**config.mk**
```make
export PLATFORM = sky130hd
export DESIGN_NAME = asg_seq
export DESIGN_NICKNAME = d
export VERILOG_FILES = /design/src/rtl/asg_seq_pkg.sv /design/src/rtl/asg_seq_tbl.sv /design/src/rtl/asg_seq.sv
export SDC_FILE = /design/constraint.sdc
export NUM_CORES = 2
export LEC_CHECK = 0
export ABC_AREA = 1
export ABC_CLOCK_PERIOD_IN_PS = 7710
export BUFFER_PORTS_ARGS = -buffer_cell sky130_fd_sc_hd__buf_2
export CAP_MARGIN = 20
export CORE_AREA = 2 2 413 292
export CTS_BUF_LIST = sky130_fd_sc_hd__clkbuf_4 sky130_fd_sc_hd__clkbuf_8
export DETAILED_ROUTE_END_ITERATION = 7
export DIE_AREA = 0 0 415 294
export SETUP_SLACK_MARGIN = 0.4
export SLEW_MARGIN = 20
export SYNTH_ARGS = -nofsm -noshare
export SYNTH_HDL_FRONTEND = slang
export SYNTH_HIERARCHICAL = 1
export SYNTH_SLANG_ARGS = --single-unit
```
**constraint.sdc**
```tcl
create_clock -name dac_clk_i -period 7.71 [get_ports dac_clk_i]
set_input_delay 1.1565 -clock dac_clk_i [delete_from_list [all_inputs] [get_ports dac_clk_i]]
set_output_delay 1.1565 -clock dac_clk_i [all_outputs]
set_load 0.05 [all_outputs]
```
**src/rtl/asg_seq_pkg.sv**
```systemverilog
// Shared types and constants for the arbitrary-signal-generator segment sequencer.
package asg_seq_pkg;

    localparam int RSZ_DEF  = 14;
    localparam int NSEG_DEF = 8;

    typedef enum logic [1:0] {
        ST_IDLE,
        ST_LOAD,
        ST_ARM,
        ST_PLAY
    } state_e;

    localparam logic [1:0] FLD_OFS   = 2'd0;
    localparam logic [1:0] FLD_SIZE  = 2'd1;
    localparam logic [1:0] FLD_STEP  = 2'd2;
    localparam logic [1:0] FLD_DWELL = 2'd3;

    // A zero dwell still plays the segment for one cycle.
    function automatic logic [31:0] dwell_min1(input logic [31:0] dwell);
        return (dwell == 32'd0) ? 32'd1 : dwell;
    endfunction

endpackage

```
**src/rtl/asg_seq_tbl.sv**
```systemverilog
// Segment table: NSEG entries of {ofs, size, step, dwell}, one write port and
// one registered read port.
module asg_seq_tbl
    import asg_seq_pkg::*;
#(
    parameter int RSZ  = RSZ_DEF,
    parameter int NSEG = NSEG_DEF,
    localparam int AW  = $clog2(NSEG),
    localparam int PW  = RSZ + 16
) (
    input  logic          dac_clk_i,
    input  logic          we,
    input  logic [AW-1:0] waddr,
    input  logic [1:0]    fld,
    input  logic [31:0]   wdata,
    input  logic [AW-1:0] raddr,
    output logic [PW-1:0] rd_ofs,
    output logic [PW-1:0] rd_size,
    output logic [PW-1:0] rd_step,
    output logic [31:0]   rd_dwell
);

    logic [PW-1:0] ofs_mem   [NSEG];
    logic [PW-1:0] size_mem  [NSEG];
    logic [PW-1:0] step_mem  [NSEG];
    logic [31:0]   dwell_mem [NSEG];

    // NOTE: storage arrays carry no reset; a reset loop over every entry would
    // turn the array into flops with wide reset fan-out for no functional gain.
    always_ff @(posedge dac_clk_i) begin
        if (we) begin
            case (fld)
                FLD_OFS:   ofs_mem[waddr]   <= PW'(wdata);
                FLD_SIZE:  size_mem[waddr]  <= PW'(wdata);
                FLD_STEP:  step_mem[waddr]  <= PW'(wdata);
                default:   dwell_mem[waddr] <= wdata;
            endcase
        end
    end

    always_ff @(posedge dac_clk_i) begin
        rd_ofs   <= ofs_mem[raddr];
        rd_size  <= size_mem[raddr];
        rd_step  <= step_mem[raddr];
        rd_dwell <= dwell_mem[raddr];
    end

endmodule

```
**src/rtl/asg_seq.sv**
```systemverilog
// Segment sequencer: steps a generator channel through a table of segments.
// Optional pass counting is compiled in with ASG_SEQ_LOOP_CNT_EN.
module asg_seq
    import asg_seq_pkg::*;
#(
    parameter int RSZ  = RSZ_DEF,
    parameter int NSEG = NSEG_DEF,
    localparam int AW  = $clog2(NSEG),
    localparam int PW  = RSZ + 16
) (
    input  logic          dac_clk_i,
    input  logic          dac_rstn_i,
    input  logic          tbl_we_i,
    input  logic [AW-1:0] tbl_addr_i,
    input  logic [1:0]    tbl_fld_i,
    input  logic [31:0]   tbl_wdata_i,
    input  logic          start_i,
    input  logic          stop_i,
    input  logic          loop_i,
`ifdef ASG_SEQ_LOOP_CNT_EN
    input  logic [15:0]   loop_cnt_i,
`endif
    input  logic [AW:0]   nseg_i,
    output logic [PW-1:0] set_ofs_o,
    output logic [PW-1:0] set_size_o,
    output logic [PW-1:0] set_step_o,
    output logic          set_rst_o,
    output logic          trig_sw_o,
    output logic [AW-1:0] seg_idx_o,
    output logic          busy_o,
    output logic          done_o
);

    state_e        state_q, state_d;
    logic [AW-1:0] seg_q, seg_d;
    logic [31:0]   dwell_sh_q, dwell_cnt_q;
    logic [PW-1:0] ofs_q, size_q, step_q;
    logic          rst_q, trig_q, done_q;
    logic          rst_set, trig_set, done_set, start_acc, wrap;
    logic          seg_end, last_seg, loop_ok;
    logic [PW-1:0] rd_ofs, rd_size, rd_step;
    logic [31:0]   rd_dwell;

    // Read address follows the next index so the entry is ready during LOAD.
    asg_seq_tbl #(.RSZ(RSZ), .NSEG(NSEG)) u_tbl (
        .dac_clk_i (dac_clk_i),
        .we        (tbl_we_i),
        .waddr     (tbl_addr_i),
        .fld       (tbl_fld_i),
        .wdata     (tbl_wdata_i),
        .raddr     (seg_d),
        .rd_ofs    (rd_ofs),
        .rd_size   (rd_size),
        .rd_step   (rd_step),
        .rd_dwell  (rd_dwell)
    );

    assign seg_end  = (state_q == ST_PLAY) && (dwell_cnt_q == 32'd1);
    assign last_seg = ({1'b0, seg_q} + (AW+1)'(1)) >= nseg_i;

`ifdef ASG_SEQ_LOOP_CNT_EN
    logic [15:0] loop_cnt_q, pass_cnt_q;

    assign loop_ok = loop_i && ((loop_cnt_q == 16'd0) ||
                     (({1'b0, pass_cnt_q} + 17'd1) < {1'b0, loop_cnt_q}));

    always_ff @(posedge dac_clk_i or negedge dac_rstn_i) begin
        if (!dac_rstn_i) begin
            loop_cnt_q <= '0;
            pass_cnt_q <= '0;
        end else if (start_acc) begin
            loop_cnt_q <= loop_cnt_i;
            pass_cnt_q <= '0;
        end else if (wrap) begin
            pass_cnt_q <= pass_cnt_q + 16'd1;
        end
    end
`else
    assign loop_ok = loop_i;
`endif

    // NOTE: state is updated with non-blocking assignments so every register
    // samples the pre-edge values, independent of statement order.
    always_ff @(posedge dac_clk_i or negedge dac_rstn_i) begin
        if (!dac_rstn_i) begin
            state_q     <= ST_IDLE;
            seg_q       <= '0;
            dwell_sh_q  <= '0;
            dwell_cnt_q <= '0;
            ofs_q       <= '0;
            size_q      <= '0;
            step_q      <= '0;
            rst_q       <= 1'b1;
            trig_q      <= 1'b0;
            done_q      <= 1'b0;
        end else begin
            state_q <= state_d;
            seg_q   <= seg_d;
            rst_q   <= rst_set;
            trig_q  <= trig_set;
            done_q  <= done_set;
            if (state_q == ST_LOAD && state_d == ST_ARM) begin
                ofs_q      <= rd_ofs;
                size_q     <= rd_size;
                step_q     <= rd_step;
                dwell_sh_q <= rd_dwell;
            end
            if (trig_set)
                dwell_cnt_q <= dwell_min1(dwell_sh_q);
            else if (state_q == ST_PLAY && !seg_end)
                dwell_cnt_q <= dwell_cnt_q - 32'd1;
        end
    end

    // NOTE: every combinational output gets a default first so no path can
    // leave it unassigned and infer a latch.
    always_comb begin
        state_d   = state_q;
        seg_d     = seg_q;
        rst_set   = 1'b0;
        trig_set  = 1'b0;
        done_set  = 1'b0;
        start_acc = 1'b0;
        wrap      = 1'b0;
        case (state_q)
            ST_IDLE: begin
                if (start_i && !stop_i) begin
                    if (nseg_i != '0) begin
                        state_d   = ST_LOAD;
                        seg_d     = '0;
                        start_acc = 1'b1;
                    end else begin
                        done_set = 1'b1;
                    end
                end
            end
            ST_LOAD: state_d = ST_ARM;
            ST_ARM: begin
                state_d  = ST_PLAY;
                trig_set = 1'b1;
            end
            default: begin
                if (seg_end) begin
                    if (!last_seg) begin
                        state_d = ST_LOAD;
                        seg_d   = seg_q + AW'(1);
                    end else if (loop_ok) begin
                        state_d = ST_LOAD;
                        seg_d   = '0;
                        wrap    = 1'b1;
                    end else begin
                        state_d  = ST_IDLE;
                        done_set = 1'b1;
                        rst_set  = 1'b1;
                    end
                end
            end
        endcase
        // Stop overrides everything else while a sequence is running.
        if (stop_i && state_q != ST_IDLE) begin
            state_d  = ST_IDLE;
            seg_d    = seg_q;
            rst_set  = 1'b1;
            trig_set = 1'b0;
            done_set = 1'b0;
            wrap     = 1'b0;
        end
    end

    always_comb begin
        busy_o     = (state_q != ST_IDLE);
        set_rst_o  = rst_q || (state_q == ST_ARM);
        trig_sw_o  = trig_q;
        done_o     = done_q;
        seg_idx_o  = seg_q;
        set_ofs_o  = ofs_q;
        set_size_o = size_q;
        set_step_o = step_q;
    end

endmodule

```
==> reports/metrics.csv <==
stage,metric,value,unit
outcome,outcome,finished clean,
clock_network,post-CTS resize count,0,
final_layout,fillers,10789,
synthesis,sequential cell area fraction in the yosys report,67.7,%
sta,Max Clock Skew,0.0327,ns
drt,Residual DRC,0,
placed_design,Cells after DPL,6924,
floorplan,Die Wd,415,um
synthesis,Yosys reg bits,1260,
synthesis,Synth Flop Type,edfxtp_1,
global_route,initial antenna violation count,17,
synthesis,top-count cell post-synth,nand2_1,
sta,max_slew headroom,22.4,%
sta,hold slack,0.345,ns
sta,Max Slew Vio Count,0,
global_route,vias in the first global route,33313,
final_layout,layout cells sized above 1,10.2,%
drt,vias per std cell,4.83,
job,Max Cap Viol,0,
sta,"Hold Violations, Final",0,
synthesis,largest family of logic cells by synthesized area,simple AND/OR/NAND/NOR gates,
power_and_ir_drop,pwr/cell area,314,nW/um2
drt,Vias,35176,
sta,Tmin final,4.72,ns
setup_path,"Max FO, Critical Path",83,
floorplan,die area,122000,um2
placed_design,count of input and output buffers,143,
setup_path,Setup Crit Path Kind,reg2reg,
clock_network,Num CTS Buffers,185,
power_and_ir_drop,Lkg Pwr,27.1,nW
sta,Final WS setup,2.99,ns
power_and_ir_drop,Seq pwr share,45.2,%
synthesis,leading area contributor after synthesis,edfxtp_1,
floorplan,Die H,294,um
power_and_ir_drop,Peak VDD IR,257,uV
synthesis,ys async rst share,12.9,%
power_and_ir_drop,Cell Int Power,12.1,mW
power_and_ir_drop,total net switching power,6.42,mW
setup_path,crit path capture type,flop,
placed_design,GPL Wtd Cong,0.809,
synthesis,Cells after Synth,5400,
sta,Fin Setup TNS,0,ns
synthesis,Post-Synth Simple-Gate Area,20.1,%
synthesis,number of synthesized flops with an enable pin,976,
drt,drt wl/cell,18.2,um
clock_network,postcts setup bufs,0,
clock_network,CTS tree,yes,
floorplan,number of top-level pins,144,
floorplan,Core Area,118000,um2
clock_network,CTS root buf,clkbuf_8,
floorplan,Initial Util,44.7,%
clock_network,Skew-Pair Late Insertion Delay,0.88,ns
global_route,GR Util All Layers,21.8,%
drt,TritonRoute pass-1 iters,7,
sta,Achievable Freq,212,MHz
drt,final wirelength,133,mm
power_and_ir_drop,power consumption,18.6,mW
synthesis,yosys warns,6,
synthesis,complex-gate fraction of the synthesized area,1.99,%
sta,Slew @ Worst Pin,1.16,ns
synthesis,Synth top cells by count,"nand2_1, inv_1, edfxtp_1",
clock_network,clock tree buffer depth,3,
power_and_ir_drop,Clk pwr share,30.1,%
global_route,largest net degree at the start of global routing,197,
synthesis,share of the synthesized area in the top cell type,55.4,%
drt,Initial DRC Count,3381,
synthesis,Post-Syn Nets,5458,
synthesis,largest cells by area after synthesis,"edfxtp_1, nand2_1, dfrtp_1",
sta,final period utilization,61.2,%
setup_path,Critical Path RT,8.46,ns
final_layout,Final Non-Filler Cells,7280,
sta,setup violators final,0,
power_and_ir_drop,Comb power frac,24.7,%
synthesis,Cell variety after synth,38,
placed_design,Final HPWL DP,66.8,mm
clock_network,clk sinks,1260,
final_layout,area grow syn2layout,11.8,%
final_layout,nets,5603,
clock_network,clk slew on worst S/H paths,0.06,ns
power_and_ir_drop,switching power share of the total,34.6,%
drt,Final ANT Viol Nets,0,
clock_network,H-tree depth,4,
floorplan,cell row count,106,
hold_path,worst hold-check path type,in2async,
synthesis,area of the mapped netlist,52900,um2
setup_path,CP startpoint kind,flop,
placed_design,Place WS,2.54,ns
clock_network,CTS Hold Bufs,0,
synthesis,fraction of synthesized area in multiplexers,0,%
synthesis,XOR/XNOR Fraction of Synth Area,0.215,%
global_route,first-pass GRT wire length,203,mm
setup_path,WP data arrival,5.47,ns
synthesis,adder-cell share of the synthesized area,0.260,%
global_route,GRT Residual Overflow,0,
sta,RSZ-0062 raised after global routing,false,
synthesis,average size of a mapped cell,9.79,um2
[power by group through the flow]
stage               Clock (mW)  Sequential [mW]  Combinational, mW
finish                    5.59             8.39               4.58
detailed placement           0             8.52               4.60
CTS                       5.72             8.39               4.61
global route              6.00             8.45               5.13
floorplan                    0             9.10               2.70
global placement             0             8.52               4.54
[critical path, cell delays in order (launching register included)]
cell     delay (ns)
dfrtp_1        0.42
ha_1           0.22
xor2_1         0.22
ha_1           0.27
nand2_1        0.06
inv_1          0.05
nand3_1        0.06
nand3_1        0.10
inv_1          0.09
nand4_1        0.18
nand2_1        0.10
o21ai_0        0.22
inv_8          0.50
buf_4          0.73
buf_4          0.79
nand2_1        0.16
nand3_1        0.13
nand2_1        0.07
nand2_1        0.05
nand2_1        0.06
[per-stage QoR]
stage / area, um2 / utilization [%]
final: 59100 / 50.0
after global routing: 59100 / 49.9
after CTS: 59100 / 49.9
after detailed placement: 55200 / 46.6
after global placement: 55100 / 46.6
after floorplan: 52900 / -
[flip-flops by register name, indices dropped and copies added (netlist names), 32 cells and up]
register         flops
dwell_sh_q          32
u_tbl/step_mem     240
u_tbl/rd_dwell      32
u_tbl/dwell_mem    256
dwell_cnt_q         32
u_tbl/size_mem     240
u_tbl/ofs_mem      240
[cell type report]
class	count	area, um2	share of cell area, %
Sequential cell	1260	35800	60.6
Clock inverter	41	236	0.400
Antenna cell	10	25.0	0.0423
Tap cell	1566	1960	3.32
Clock buffer	305	3670	6.20
Inverter	1051	3980	6.73
Timing Repair Buffer	195	1240	2.10
Multi-Input combinational cell	2852	12200	20.6
[per-layer routing]
metal	wire length [um]	up-vias	GRT usage, %
met3	9520	179	3.70
met5	25	-	0
met4	3130	4	7.74
met1	61100	16721	31.3
met2	59100	1061	33.5
li1	-	17211	-
[final timing paths]
check,startpoint,to,slack (ns),depth (start not counted)
max,seg_idx_o[0],u_tbl/rd_size[4],2.99,19
min reg2reg,u_tbl/rd_ofs[19],set_ofs_o[19],0.42,2
max in group asynchronous,dac_rstn_i,set_size_o[21],6.10,2
max reg2reg,seg_idx_o[0],u_tbl/rd_size[4],2.99,19
min,dac_rstn_i,dwell_cnt_q[27],0.34,1
min in group dac_clk_i,u_tbl/rd_ofs[19],set_ofs_o[19],0.42,2
[placed cells by master (no fill, tap or decap), types with 10 or more instances in the layout]
master / count
clkinv_1: 19
o21ai_0: 159
clkinv_2: 14
dfrtp_1: 161
inv_1: 1038
edfxtp_1: 976
nand2_1: 1936
clkbuf_4: 85
diode_2: 10
ha_1: 11
nor2_4: 33
buf_2: 142
xor2_1: 13
a21oi_1: 16
dfxtp_1: 122
nor2_1: 97
buf_12: 10
nand3_1: 538
buf_4: 42
clkbuf_8: 221
[cells by family after synthesis]
group,after synthesis
AO/OA/AOI/OAI,200
XOR/XNOR,13
adder cells (fa/ha/maj),11
buffers and inverters,1288
flip-flops,1260
AND/OR/NAND/NOR,2628
Note: power is estimated with default switching activity, not from simulation.
